--- config.mk ---
export PLATFORM = sky130hd
export DESIGN_NAME = fwd_hazard_unit
export DESIGN_NICKNAME = d
export VERILOG_FILES = /design/src/rtl/fwd_hazard_unit.sv
export SDC_FILE = /design/constraint.sdc
export NUM_CORES = 1
export LEC_CHECK = 0
export ABC_AREA = 1
export BUFFER_PORTS_ARGS = -buffer_cell sky130_fd_sc_hd__buf_2
export CAP_MARGIN = 20
export CELL_PAD_IN_SITES_DETAIL_PLACEMENT = 1
export CELL_PAD_IN_SITES_GLOBAL_PLACEMENT = 2
export CORE_MARGIN = 10
export CORE_UTILIZATION = 29
export DETAILED_ROUTE_END_ITERATION = 10
export HOLD_SLACK_MARGIN = 0.1
export PLACE_DENSITY_LB_ADDON = 0.15
export RECOVER_POWER = 50
export REMOVE_ABC_BUFFERS = 1
export SLEW_MARGIN = 20
export SYNTH_ARGS = -nofsm -noshare
export SYNTH_HDL_FRONTEND = slang
export SYNTH_SLANG_ARGS = --single-unit
--- constraint.sdc ---
create_clock -name clk -period 1.4 [get_ports clk]
set_clock_uncertainty 0.2 [all_clocks]
set_input_delay 0 -clock clk [delete_from_list [all_inputs] [get_ports clk]]
set_output_delay 0 -clock clk [all_outputs]
set_load 0.01 [all_outputs]
--- src/rtl/fwd_hazard_unit.sv ---
// Forwarding/load-use hazard unit: tag shift pipeline EX..slot NSTG, combinational fwd selects and ID stall (0 added latency).
// Backpressure: pipe_hold freezes all slots and raises stall. Optional perf counters via `define FWD_PERF_CNT_EN.
module fwd_hazard_unit #(
   parameter int ADDR_W   = 5,
   parameter int NSTG     = 2,
   parameter int LOAD_STG = 2,
   parameter int SEL_W    = $clog2(NSTG + 1)
) (
   input  logic              clk,
   input  logic              rst_n,
   input  logic              id_valid,
   input  logic [ADDR_W-1:0] id_rs,
   input  logic [ADDR_W-1:0] id_rt,
   input  logic              id_uses_rs,
   input  logic              id_uses_rt,
   input  logic [ADDR_W-1:0] id_dst,
   input  logic              id_reg_write,
   input  logic              id_mem_read,
   input  logic              ex_flush,
   input  logic              pipe_hold,
   output logic              stall,
   output logic [SEL_W-1:0]  fwd_a,
   output logic [SEL_W-1:0]  fwd_b
`ifdef FWD_PERF_CNT_EN
   ,
   output logic [31:0]       perf_stall_cnt,
   output logic [31:0]       perf_fwd_cnt
`endif
);

   logic [ADDR_W-1:0] s0_rs;
   logic [ADDR_W-1:0] s0_rt;
   logic              s0_uses_rs;
   logic              s0_uses_rt;
   logic [ADDR_W-1:0] dst [0:NSTG];
   logic [NSTG:0]     rw;
   logic [NSTG:0]     mr;

   logic load_hit;
   logic haz_stall;
   logic accept;

   // Loads sitting in slots younger than LOAD_STG-1 cannot supply data yet.
   always_comb begin
      load_hit = 1'b0;
      for (int p = 0; p < LOAD_STG - 1; p++) begin
         if (rw[p] && mr[p] && (dst[p] != '0) &&
             ((id_uses_rs && (id_rs == dst[p])) || (id_uses_rt && (id_rt == dst[p]))))
            load_hit = 1'b1;
      end
   end

   assign haz_stall = id_valid & load_hit & ~ex_flush;
   assign stall     = haz_stall | pipe_hold;
   assign accept    = id_valid & ~haz_stall & ~ex_flush;

   // Scan oldest to youngest so the youngest matching producer overwrites.
   always_comb begin
      fwd_a = '0;
      fwd_b = '0;
      for (int k = NSTG; k >= 1; k--) begin
         if (rw[k] && (dst[k] != '0) && s0_uses_rs && (dst[k] == s0_rs))
            fwd_a = SEL_W'(k);
         if (rw[k] && (dst[k] != '0) && s0_uses_rt && (dst[k] == s0_rt))
            fwd_b = SEL_W'(k);
      end
   end

   always_ff @(posedge clk or negedge rst_n) begin
      if (!rst_n) begin
         s0_rs      <= '0;
         s0_rt      <= '0;
         s0_uses_rs <= 1'b0;
         s0_uses_rt <= 1'b0;
         rw         <= '0;
         mr         <= '0;
         for (int k = 0; k <= NSTG; k++)
            dst[k] <= '0;
      end else if (!pipe_hold) begin
         for (int k = NSTG; k >= 1; k--)
            dst[k] <= dst[k-1];
         rw[NSTG:1] <= rw[NSTG-1:0];
         mr[NSTG:1] <= mr[NSTG-1:0];
         if (accept) begin
            s0_rs      <= id_rs;
            s0_rt      <= id_rt;
            s0_uses_rs <= id_uses_rs;
            s0_uses_rt <= id_uses_rt;
            dst[0]     <= id_dst;
            rw[0]      <= id_reg_write;
            mr[0]      <= id_mem_read;
         end else begin
            s0_rs      <= '0;
            s0_rt      <= '0;
            s0_uses_rs <= 1'b0;
            s0_uses_rt <= 1'b0;
            dst[0]     <= '0;
            rw[0]      <= 1'b0;
            mr[0]      <= 1'b0;
         end
      end
   end

`ifdef FWD_PERF_CNT_EN
   // Held cycles are excluded from the stall count; both counters saturate.
   always_ff @(posedge clk or negedge rst_n) begin
      if (!rst_n) begin
         perf_stall_cnt <= '0;
         perf_fwd_cnt   <= '0;
      end else begin
         if (haz_stall && !pipe_hold && (perf_stall_cnt != 32'hFFFF_FFFF))
            perf_stall_cnt <= perf_stall_cnt + 32'd1;
         if (((fwd_a != '0) || (fwd_b != '0)) && (perf_fwd_cnt != 32'hFFFF_FFFF))
            perf_fwd_cnt <= perf_fwd_cnt + 32'd1;
      end
   end
`endif

endmodule

* After elaboration in Yosys (flattened, before gate mapping)
Cells that the tools add are included.
** Word-level totals
- Register bits after elaboration :: 31
- Input port bits :: 24
- Logic and storage cells :: 53
- Output and inout port bits :: 5
** Cells by class
- Bitwise logic cells :: 7
- Multiplexer cells :: 12
- Reduce and logical (&&, ||, !) cells :: 19
- Equality and inequality tests :: 6
** Operators with widths (number)
- $eq 5x5->1 :: 6
- $logic_and 1x1->1 :: 15
- $mux 5 :: 3
- $reduce_bool 5->1 :: 3
- $mux 2 :: 4
- $mux 1 :: 5
- $and 1x1->1 :: 4
- $not 1->1 :: 2
- $logic_or 1x1->1 :: 1
- $or 1x1->1 :: 1

* Depth between registers and ports, before layout
Gate-level depths: netlist of the first run.
- Depth after elaboration :: 11
- Mapped depth :: 10
- Mapped depth without buffers :: 9

* Least setup slack after synthesis of the first run
OpenSTA, ideal clock, no wires.
- Kind :: register to register
- Start point :: register dst[10] (netlist name)
- End point :: register s0_rt[4]
- Arrival :: 1041 ps
- Setup time :: 115 ps
- Data required time :: 1085 ps
- Path buffers :: 1
- Clock period less this slack :: 1357 ps
- Setup slack :: 43 ps
- Cell stages (with the launch flop) :: 10
- Cell sequence :: dfrtp_1 -> inv_1 -> nor2_1 -> nor2_1 -> nand3_1 -> nand2_1 -> nand2_2 -> buf_6 -> nand3_2 -> nand2_2
** Between the ends
- Longest elaborated chain between the ends :: 11
- Elaborated cells on any way between the ends :: 15
- Those cells by class :: eq/ne: 2; mux: 2; bitwise: 5; reduce/logical: 6
** RTL lines
- start: declaration :: RTL line 35 : logic [ADDR_W-1:0] dst [0:NSTG];
- start signal: indexed assignment :: RTL line 81 : dst[k] <= dst[k-1];
- $eq 5x5->1 :: RTL line 48 : ((id_uses_rs && (id_rs == dst[p])) || (id_uses_rt && (id_rt == dst[p]))))
- $logic_and 1x1->1 :: RTL line 48
- $logic_or 1x1->1 :: RTL line 48
- $logic_and 1x1->1 (*) :: RTL line 47 : if (rw[p] && mr[p] && (dst[p] != '0) &&
- $mux 1 (*) :: RTL line 47
- $and 1x1->1 (*) (2 in a row) :: RTL line 53 : assign haz_stall = id_valid & load_hit & ~ex_flush;
- $not 1->1 (*) :: RTL line 55 : assign accept = id_valid & ~haz_stall & ~ex_flush;
- $and 1x1->1 (*) (2 in a row) :: RTL line 55
- $mux 5 (*) :: RTL line 84 : if (accept) begin
- end signal: assignment :: RTL line 86 : s0_rt <= id_rt;
- end: declaration :: RTL line 32 : logic [ADDR_W-1:0] s0_rt;
Every way passes the cells marked *; elsewhere a longest branch is shown, timed or not.
A chain may end at the register's enable or synchronous reset.

* Worst setup path in the final report of the first run
- Start point :: register dst[12] (netlist name)
- End point :: output stall
** Between the ends
- Longest elaborated chain between the ends :: 8
- Elaborated cells on any way between the ends :: 12
- Those cells by class :: eq/ne: 2; mux: 1; bitwise: 3; reduce/logical: 6
** RTL lines
- $eq 5x5->1 :: RTL line 48
- $logic_and 1x1->1 :: RTL line 48
- $logic_or 1x1->1 :: RTL line 48
- $logic_and 1x1->1 (*) :: RTL line 47
- $mux 1 (*) :: RTL line 47
- $and 1x1->1 (*) (2 in a row) :: RTL line 53
- $or 1x1->1 (*) :: RTL line 54 : assign stall = haz_stall | pipe_hold;
- end: declaration :: RTL line 21 : output logic stall,
Marked as above.

==> key figures, run 1 <==
Outcome
  – Status: finished, violations left
  – Failing checks: negative setup slack

Floorplan
  – Die extent in x: a little over 100 µm
  – Row cnt: 30
  – Io pins: 29
  – Starting density of the core: 29.6%
  – Die area: approximately 11000 µm²
  – Die Y: a little over 100 µm
  – Core area: 6760 µm²

Finish
  – Layout area overhead: 45.4%
  – Nets@finish: 374
  – Most frequent cells in the layout: nand2_1 (64), nor2_1 (31), inv_1 (26), dfrtp_1 (26)
  – Ant diodes: 0
  – Share of layout cells above drive strength 1: 41.3%
  – Fin area: 2910 µm²
  – Fill count: 842
  – Most common cell after layout, fill and taps aside: nand2_1
  – Final Util: 43.1%

Clocking
  – Root buf cell: clkbuf_8
  – TritonCTS clock tree: yes
  – Bufs on Longest Clock Path: 2
  – TritonCTS Sinks: 31
  – CTS Buf Count: 5
  – Worst-Skew Late Latency: between 0.2 and 0.3 ns
  – H-tree levels: 2
  – Worst-path clk slew: approximately 0.07 ns

Timing
  – Slew HR: 69.5%
  – Minimum clock period: 1.79 ns
  – Min Hold Slack: 0.121 ns
  – Endpoints failing setup: 24
  – Slew Viols, Final: 0
  – Worst-margin pin slew: between 0.4 and 0.5 ns
  – Max Freq: about 560 MHz
  – Final Hold Fails: 0
  – RSZ-0062 raised after global routing: true
  – Fin crit share: 128%
  – Setup slack after layout: -0.391 ns

Global routing
  – Pin count of the biggest net entering global routing: 42
  – Number of global-route vias before repair: 2131
  – Overall routing resource usage: 12.3%
  – Remaining Overflow, GRT: 0
  – Global-route wire length before repair: 10.1 mm
  – Antenna violations before repair: 0

Worst setup path
  – CP Launch Point: dst[12]$_DFFE_PN0N_
  – Worst-path fanout max: 5
  – Critical Path RT: 1.20 ns
  – Setup slack, reg-to-reg: -0.37 ns
  – CP Capture Type: output port
  – Setup CP Type: reg -> out
  – Startpoint class of the critical path: flop
  – Crit path arrival time: about 1.6 ns
  – Reg-to-reg endpoint: s0_rs[2]$_DFFE_PN0N_
  – Critical R2R Launch: dst[12]$_DFFE_PN0N_
  – R2R depth: 11

Route
  – WL final: 6.12 mm
  – Vias/cell: 4.48
  – Pre-antenna DRT Iters: 4
  – Wire length per cell: 14.2 µm
  – Detail Route Antenna Nets: 0
  – DRC Markers: 0
  – Initial DRC count: 39
  – Via count: just under 2000

Synthesis
  – Synth unique cells: 22
  – Synth area leaders: dfrtp_1 (39%), nand2_1 (13%), nand3_2 (9.5%)
  – Post-Synthesis Cell Area: 2000 µm²
  – YS warnings: 0
  – #FFs+latches synth: 31
  – Share of the synthesized area in the top cell type: 38.8%
  – Mapped Cells: 275
  – Seq/Total Area, Yosys: 38.8%
  – Synth area leader: dfrtp_1
  – Syn_area_per_cell: 7.28 µm²

Min path
  – Worst hold path type: in -> reg
  – Hold path start: ex_flush
  – Worst Hold Depth: 6
  – WHS Endpoint: dst[14]$_DFFE_PN0N_

Power
  – Peak supply drop: 314 µV
  – Static leakage: 1.46 nW
  – PnR Total Power: roughly 2.5 mW
  – Power Dens Cells: 863 nW/µm²

Flow run
  – MaxCap Viol Count: 0

Placed design
  – Port bufs: 28
  – DP Worst Slack: -0.221 ns
  – DP Area: 2350 µm²
  – HPWL Detailed: 4.17 mm
  – Gpl congestion: 0.739
[critical path, stage by stage (launching register included)]
cell	delay, ns
dfrtp_1	0.43
inv_2	0.08
nand2_2	0.10
nand2_2	0.07
nor2_4	0.13
nand3_2	0.06
nand2_1	0.08
nand2_2	0.08
buf_12	0.13
nand2_4	0.04
buf_6	0.09
[repair_timing]
item	CTS	global route
buffers inserted	11	6
endpoints found under the hold margin	62	0
pin swaps	6	16
setup endpoints to repair	24	56
resized for setup	25	27
hold buffers	22	0
[cell type report]
class	count	area, µm²	share of cell area [%]
multi-input combinational	194	1130	38.9
sequential	31	782	26.9
timing repair buffer	78	629	21.6
inverter	40	150	5.16
tap	80	100	3.44
clock buffer	6	82.6	2.84
clock inverter	2	35.0	1.20
[worst max path at each step]
stage                     slack [ns]                endpoint  depth (start not counted)
after floorplan                -0.12     dst[10]$_DFFE_PN0N_                          9
after global placement         -0.21  s0_uses_rt$_DFFE_PN0N_                         10
after detailed placement       -0.22    s0_rs[3]$_DFFE_PN0N_                          9
after CTS                      -0.38                   stall                         10
after global routing           -0.49                   stall                         10
final                          -0.39                   stall                         10
[metal layers]
metal  up-vias  wire length, µm  GRT usage [%]
met5         -                0              0
met4         0              129           3.64
met3        10              208           3.28
met2        27             3090           21.7
met1       901             2690           14.1
li1        994                -              -
[power by group]
part / total [mW] / switching [mW] / internal, mW
clock network: 0.948 / 0.372 / 0.576
logic: 0.539 / 0.276 / 0.262
registers: 1.02 / 0.0707 / 0.954
total: 2.51 / 0.719 / 1.79
[cell usage after synthesis (all sizes together)]
library cell,number
o21ai,18
nand4,3
buf,5
or2,3
o211ai,1
nand2,90
a211oi,1
o2111ai,1
xor2,3
nor3,3
nand3,27
nor2,35
inv,40
xnor2,8
dfrtp,31
a21oi,1
clkbuf,5
[flip-flops by register name, indices dropped and copies added, names as in the netlist]
name / cells
dst: 15
mr: 1
rw: 3
s0_rs: 5
s0_rt: 5
s0_uses_rs: 1
s0_uses_rt: 1
[cell families after synthesis]
family / after synthesis / share of synthesized area (%)
AND/OR/NAND/NOR: 161 / 40.1
buffers and inverters: 50 / 10.4
flip-flops: 31 / 38.7
AO/OA/AOI/OAI: 22 / 5.94
XOR/XNOR: 11 / 4.81
[metrics by stage]
step                      instances  setup TNS, ns
after floorplan                 265          -2.34
after global placement          390          -4.21
after detailed placement        390          -4.33
after CTS                       430          -6.73
after global routing            431          -9.91
final                           431          -7.70
No activity file was read; power rests on OpenSTA's default activity.
==> run 2: changes to the inputs <==
Settings changed: ABC_AREA 1 to not set, CORE_UTILIZATION 29 to 33, RECOVER_POWER 50 to 25.
==> run 2 against run 1 <==
  * The flow still finishes with violations (negative setup slack)
  * Area after synthesis down 7.2%
  * Sequential cell count stayed put
  * Final area down 6.7%
  * Clock power down 18%
  * Setup slack worse by 0.20 ns
  * Via count decreased by 16%
  * Combinational power is 42% higher
  * Highest routed layer unchanged
  * Final cell count shrank 25%
  * Global-route usage increased by 0.76 points
  * First-iteration DRC count down 18%
  * Sequential power grew 8%
==> key figures, run 2 <==
Outcome
  – Status: finished, violations left
  – Failing checks: negative setup slack

Finish
  – Share of layout cells above drive strength 1: 31.6%
  – Most common cell after layout, fill and taps aside: dfrtp_1
  – Nets@finish: 273
  – Layout area overhead: 46.3%
  – Most frequent cells in the layout: dfrtp_1 (30), buf_2 (27), buf_4 (23), dlygate4sd3_1 (22)
  – Finished Layout Cells: roughly 320
  – Ant diodes: 0
  – Max reg flops: 15
  – Regs by FF count: dst: 15 flops, s0_rs: 5 flops, s0_rt: 5 flops
  – Reg with most FFs: dst
  – Final Util: between 40% and 50%

Timing
  – Fin crit share: 143%
  – Minimum clock period: 2.00 ns
  – Fin Setup TNS: -12.95 ns
  – Endpoints failing setup: 28
  – RSZ-0062 raised after global routing: true
  – Slew Viols, Final: 0
  – Final Hold Fails: 0
  – Setup slack after layout: -0.595 ns
  – Worst-margin pin slew: 0.339 ns
  – Max Freq: 501 MHz
  – Slew HR: 77.4%

Synthesis
  – Commonest cells post-synth: dfrtp_1 (31), a21o_1 (19), a22o_1 (19), nor3b_1 (19), xor2_1 (16)
  – Synth unique cells: 25
  – Seq/Total Area, Yosys: 41.8%
  – Synth area leaders: dfrtp_1 (42%), a22o_1 (9.0%), a21o_1 (7.7%)
  – Cell with the most instances after synthesis: dfrtp_1
  – Share of the synthesized area in the top cell type: a little over two fifths
  – Most used DFF post-synth: dfrtp_1
  – YS warnings: 0
  – Number of synthesized flops with an enable pin: 0
  – Post-Synthesis Cell Area: 1860 µm²
  – Syn_area_per_cell: 11.1 µm²
  – Async set-reset flop share out of synthesis: 100%
  – Synth area leader: dfrtp_1
  – #FFs+latches synth: 31
  – Mapped Cells: 168

Placed design
  – Placed cells: 284
  – HPWL Detailed: slightly below 4 mm
  – Port bufs: 28
  – Gpl congestion: 0.791

Global routing
  – Remaining Overflow, GRT: 0
  – Number of global-route vias before repair: 1834
  – Overall routing resource usage: 13.1%
  – Global-route wire length before repair: between 9 and 10 mm
  – Pin count of the biggest net entering global routing: 52
  – Antenna violations before repair: 0

Worst setup path
  – Crit-path slowest cell: dfrtp_1
  – Startpoint class of the critical path: flop
  – Worst-path fanout max: 4
  – Critical R2R Launch: dst[11]$_DFFE_PN0N_
  – Critical path's most frequent cell: buf_4
  – Setup CP Type: reg -> reg
  – CP Launch Point: dst[11]$_DFFE_PN0N_
  – Crit path arrival time: 1.96 ns
  – Critical Path, Cell by Cell: xor2_1 -> nor4_1 -> a32oi_1 -> buf_4 -> buf_4 -> clkbuf_16 -> a21o_1
  – CP Capture Type: flop
  – Critical Path RT: 1.37 ns
  – Crit-path max cell delay: 0.42 ns

Route
  – Pre-antenna DRT Iters: 4
  – Wire length per cell: 17.6 µm
  – Via count: 1626
  – Detail Route Antenna Nets: 0
  – WL final: 5.68 mm
  – DRC Markers: 0
  – Initial DRC count: 32
  – Vias/cell: 5.05

Floorplan
  – Core area: 5470 µm²
  – Row cnt: 27
  – Die extent in x: 95.0 µm
  – Starting density of the core: 33.9%
  – Die Y: 95.0 µm
  – Io pins: 29
  – Die area: ~9000 µm²

Power
  – Comb power frac: about 29%
  – Static leakage: approximately 1.4 nW
  – Sequential power share: about two fifths
  – Peak supply drop: 629 µV
  – Power Dens Cells: slightly below 1000 nW/µm²
  – Cell Int Power: 1.87 mW
  – Psw: 0.769 mW
  – Clock power share: between 20% and 30%
  – Switch share: 29.1%

Min path
  – Hold path start: pipe_hold
  – Worst hold path type: in -> reg

Clocking
  – TritonCTS Sinks: 31
  – TritonCTS clock tree: yes
  – CTS Buf Count: 5
  – H-tree levels: 2
  – Bufs on Longest Clock Path: 2
  – Worst-Skew Late Latency: 0.28 ns
  – Root buf cell: clkbuf_8
  – Worst-path clk slew: about 0.060 ns

Flow run
  – MaxCap Viol Count: 0
run 2: metal layers:
layer  track usage [%]  up-vias  routed length (µm)
li1                  -      784                   -
met1              15.8      806                2550
met2              22.7       28                2830
met3              3.06        8                 240
met4              3.62        0                  57
met5                 0        -                   0
run 2: repair_timing:
| action | CTS | global route |
|---|---|---|
| hold endpoints to repair | 62 | 4 |
| endpoints found under the setup margin | 24 | 55 |
| cloned | 1 | 1 |
| hold buffers | 21 | 1 |
| resized for setup | 11 | 8 |
| setup buffers | 4 | 5 |
| pin swaps | 12 | 11 |
run 2: worst max-delay path, delay by kind of cell (launching register included):
family / cells / cell delay, ns
AOI/OAI and AO/OA: 2 / 0.33
xor gates and xnor gates: 1 / 0.17
buffers and inverters: 3 / 0.46
DFF: 1 / 0.42
and+or+nand+nor: 1 / 0.30
run 2: layout make-up:
type	instances	area [µm²]
Clock buffer	8	100
Sequential cell	31	777
Fill cell	619	2760
Tap cell	72	90.1
Multi-Input combinational cell	125	1070
Timing Repair Buffer	86	674
run 2: per-stage QoR:
step                      hold slack (ns)  setup slack (ns)  total power [mW]  cell area [µm²]
after floorplan                    -0.496            -0.573              1.45             1790
after global placement             -0.152            -0.326              1.75             2240
after detailed placement           -0.150            -0.379              1.77             2240
after CTS                          0.0734            -0.579              2.63             2630
after global routing               0.0868            -0.677              2.79             2720
final                              0.0618            -0.595              2.64             2720
run 2: power by group through the flow:
stage	logic (mW)	registers (mW)	clock network [mW]
floorplan	0.333	1.11	0
global placement	0.634	1.11	0
detailed placement	0.653	1.12	0
CTS	0.733	1.10	0.792
global route	0.841	1.12	0.829
finish	0.766	1.10	0.773
run 2: worst paths after layout:
kind / endpoint / slack (ns) / depth (start not counted)
max in group asynchronous: dst[10]$_DFFE_PN0N_ / 0.17 / 4
min in group asynchronous: dst[1]$_DFFE_PN0N_ / 0.58 / 4
setup reg to reg: dst[11]$_DFFE_PN0N_ / -0.60 / 7
hold / removal: dst[2]$_DFFE_PN0N_ / 0.06 / 3
hold reg to reg: rw[2]$_DFFE_PN0N_ / 0.29 / 1
setup / recovery: dst[11]$_DFFE_PN0N_ / -0.60 / 7
run 2: logic make-up after synthesis:
logic type      Yosys count  share of synthesized area (%)
mux                      12                           7.28
buf+inv                  12                           3.64
simple gates             40                           14.4
compound gates           43                           18.7
xor+xnor                 30                           14.2
flops                    31                           41.8
==> run 3: changes to the inputs <==
Settings changed: REMOVE_ABC_BUFFERS 1 to not set.
==> run 3 against run 2 <==
  * The run still ends with negative setup slack left
  * Setup slack better by 0.0077 ns
  * Maximum frequency up 0.39%
  * Combinational power grew 4.0%
  * Sequential cell count unchanged
  * Die area unchanged
  * Routed wire length rose by 12%
  * Final area is 1.8% higher
  * Total power increased by 0.26%
  * Critical path depth fell by 1
  * Non-clock buffer count rose by 6
  * Sequential share of layout area down 0.40 points
==> key figures, run 3 (synthesized netlist as in run 2, its figures left out) <==
Outcome
  – Status: finished, violations left
  – Failing checks: negative setup slack

Floorplan
  – Die extent in x: 95.0 µm
  – Io pins: 29
  – Die area: 9030 µm²
  – Core area: 5470 µm²
  – Row cnt: 27
  – Starting density of the core: 33.9%
  – Die Y: between 90 and 100 µm

Finish
  – Share of layout cells above drive strength 1: 35.3%
  – Max reg flops: 15
  – Finished Layout Cells: around 330
  – Most common cell after layout, fill and taps aside: buf_4
  – Reg with most FFs: dst
  – Regs by FF count: dst: 15 flops, s0_rs: 5 flops, s0_rt: 5 flops
  – Layout area overhead: 48.9%
  – Most frequent cells in the layout: buf_4 (32), dfrtp_1 (28), buf_2 (27), dlygate4sd3_1 (24)
  – Multi-input logic area: around 1100 µm²
  – Reg area: around 800 µm²
  – Ant diodes: 0
  – Fill count: between 600 and 700
  – Nets@finish: 279

Power
  – Psw: 0.806 mW
  – Static leakage: between 1 and 1.5 nW
  – Switch share: 30.4%
  – Cell Int Power: 1.84 mW
  – Power Dens Cells: 959 nW/µm²
  – Clock power share: approximately 28%
  – Sequential power share: 42.3%
  – Comb power frac: 30.1%
  – Peak supply drop: about 480 µV

Worst setup path
  – Startpoint class of the critical path: flop
  – Worst-path fanout max: 5
  – Critical Path RT: 1.20 ns
  – CP Capture Type: output port
  – Setup CP Type: reg -> out
  – Crit path arrival time: 1.79 ns

Global routing
  – M1 GR Usage: 16.8%
  – Global-route wire length before repair: 10.1 mm
  – Antenna violations before repair: 0
  – M2 GR Usage: 24.8%
  – GRT met3 Usage: 4.01%
  – Overall routing resource usage: approximately 14%
  – Number of global-route vias before repair: ~1900
  – Remaining Overflow, GRT: 0
  – Pin count of the biggest net entering global routing: 27
  – Gr busiest metal: met2

Clocking
  – Worst-Skew Late Latency: 0.28 ns
  – H-tree levels: 2
  – TritonCTS clock tree: yes
  – CTS Buf Count: 5
  – Worst-path clk slew: 0.07 ns
  – Root buf cell: clkbuf_8
  – Bufs on Longest Clock Path: 2
  – TritonCTS Sinks: 31

Route
  – Detail Route Antenna Nets: 0
  – Vias/cell: 5.13
  – Pre-antenna DRT Iters: 4
  – DRC Markers: 0
  – Wire length per cell: 19.5 µm
  – Via count: 1677
  – WL final: 6.37 mm
  – Initial DRC count: around 80

Flow run
  – MaxCap Viol Count: 0

Placed design
  – HPWL Detailed: 4.26 mm
  – Port bufs: 28
  – Gpl congestion: 0.763
  – Placed cells: between 200 and 300

Timing
  – Worst-margin pin slew: 0.562 ns
  – Final Hold Fails: 0
  – Slew HR: 62.4%
  – RSZ-0062 raised after global routing: true
  – Minimum clock period: 1.99 ns
  – Min Hold Slack: around 0.0068 ns
  – Slew Viols, Final: 0
  – Max Freq: approximately 500 MHz
  – Setup slack after layout: -0.588 ns
  – Fin crit share: 142%
  – Endpoints failing setup: 25

Min path
  – Worst hold path type: in -> async

Synthesis
  – Mapped Nets: 192
==> run 3: changes by cell type in the layout (fill, tap and decap cells not counted), moves of 2 or more <==
cell | before | now
buf_12 | 1 | 3
buf_4 | 23 | 32
clkbuf_1 | 5 | 0
clkbuf_4 | 2 | 0
dfrtp_1 | 30 | 28
dfrtp_2 | 1 | 3
dlygate4sd3_1 | 22 | 24
==> run 3: worst paths after layout <==
path                       slack (ns)           startpoint                    to  cells after the start
max                             -0.59  dst[14]$_DFFE_PN0N_                 stall                      6
min                             0.007                rst_n    dst[2]$_DFFE_PN0N_                      2
max reg2reg                     -0.58  dst[14]$_DFFE_PN0N_     rw[0]$_DFFE_PN0N_                      7
min reg2reg                      0.31    rw[2]$_DFFE_PN0N_     rw[2]$_DFFE_PN0N_                      1
max in group asynchronous        0.52                rst_n   dst[12]$_DFFE_PN0N_                      3
min in group clk                 0.19           id_uses_rs  s0_rt[4]$_DFFE_PN0N_                      5
==> run 3: final cells by class <==
type,count,share of cell area [%]
clock inverter,1,0.181
sequential,31,28.2
tap,72,3.26
timing repair buffer,92,26.7
clock buffer,6,2.99
multi-input combinational,125,38.7
==> run 3: per-stage QoR <==
stage / cell area (µm²) / setup WS (ns) / power, mW / TNS [ns] / utilization, %
2_1_floorplan: 1860 / -0.178 / 1.48 / -3.84 / -
3_3_place_gp: 2300 / -0.303 / 1.77 / -6.46 / 42.1
3_5_place_dp: 2300 / -0.361 / 1.80 / -7.66 / 42.1
4_1_cts: 2660 / -0.584 / 2.62 / -9.97 / 48.7
5_1_grt: 2760 / -0.693 / 2.80 / -12.94 / 50.5
6_report: 2760 / -0.588 / 2.65 / -11.28 / 50.5
==> run 3: worst max-delay path: stages (launching register included) <==
cell,delay [ns]
dfrtp_2,0.46
xor2_2,0.17
nor4_2,0.29
a32oi_1,0.17
buf_4,0.17
o21bai_1,0.10
buf_2,0.14
==> run 3: power groups by stage <==
stage          clock, mW  combinational, mW  sequential [mW]
2_1_floorplan          0              0.361             1.11
3_3_place_gp           0              0.650             1.12
3_5_place_dp           0              0.668             1.13
4_1_cts            0.743              0.755             1.12
5_1_grt            0.802              0.866             1.14
6_report           0.731              0.797             1.12
==> run 3: metal layers <==
layer	share of wire, %	vias to the layer above
li1	-	790
met1	43	852
met2	52	28
met3	4.0	7
met4	1.3	0
met5	0	-
==> run 3: repair_timing <==
action                     in CTS  in global routing
gates cloned                    1                  1
buffers inserted                4                  5
setup endpoints to repair      24                 36
hold endpoints to repair       62                 28
pin swaps                       7                  8
gates resized for setup        10                 12
hold buffers                   21                  4
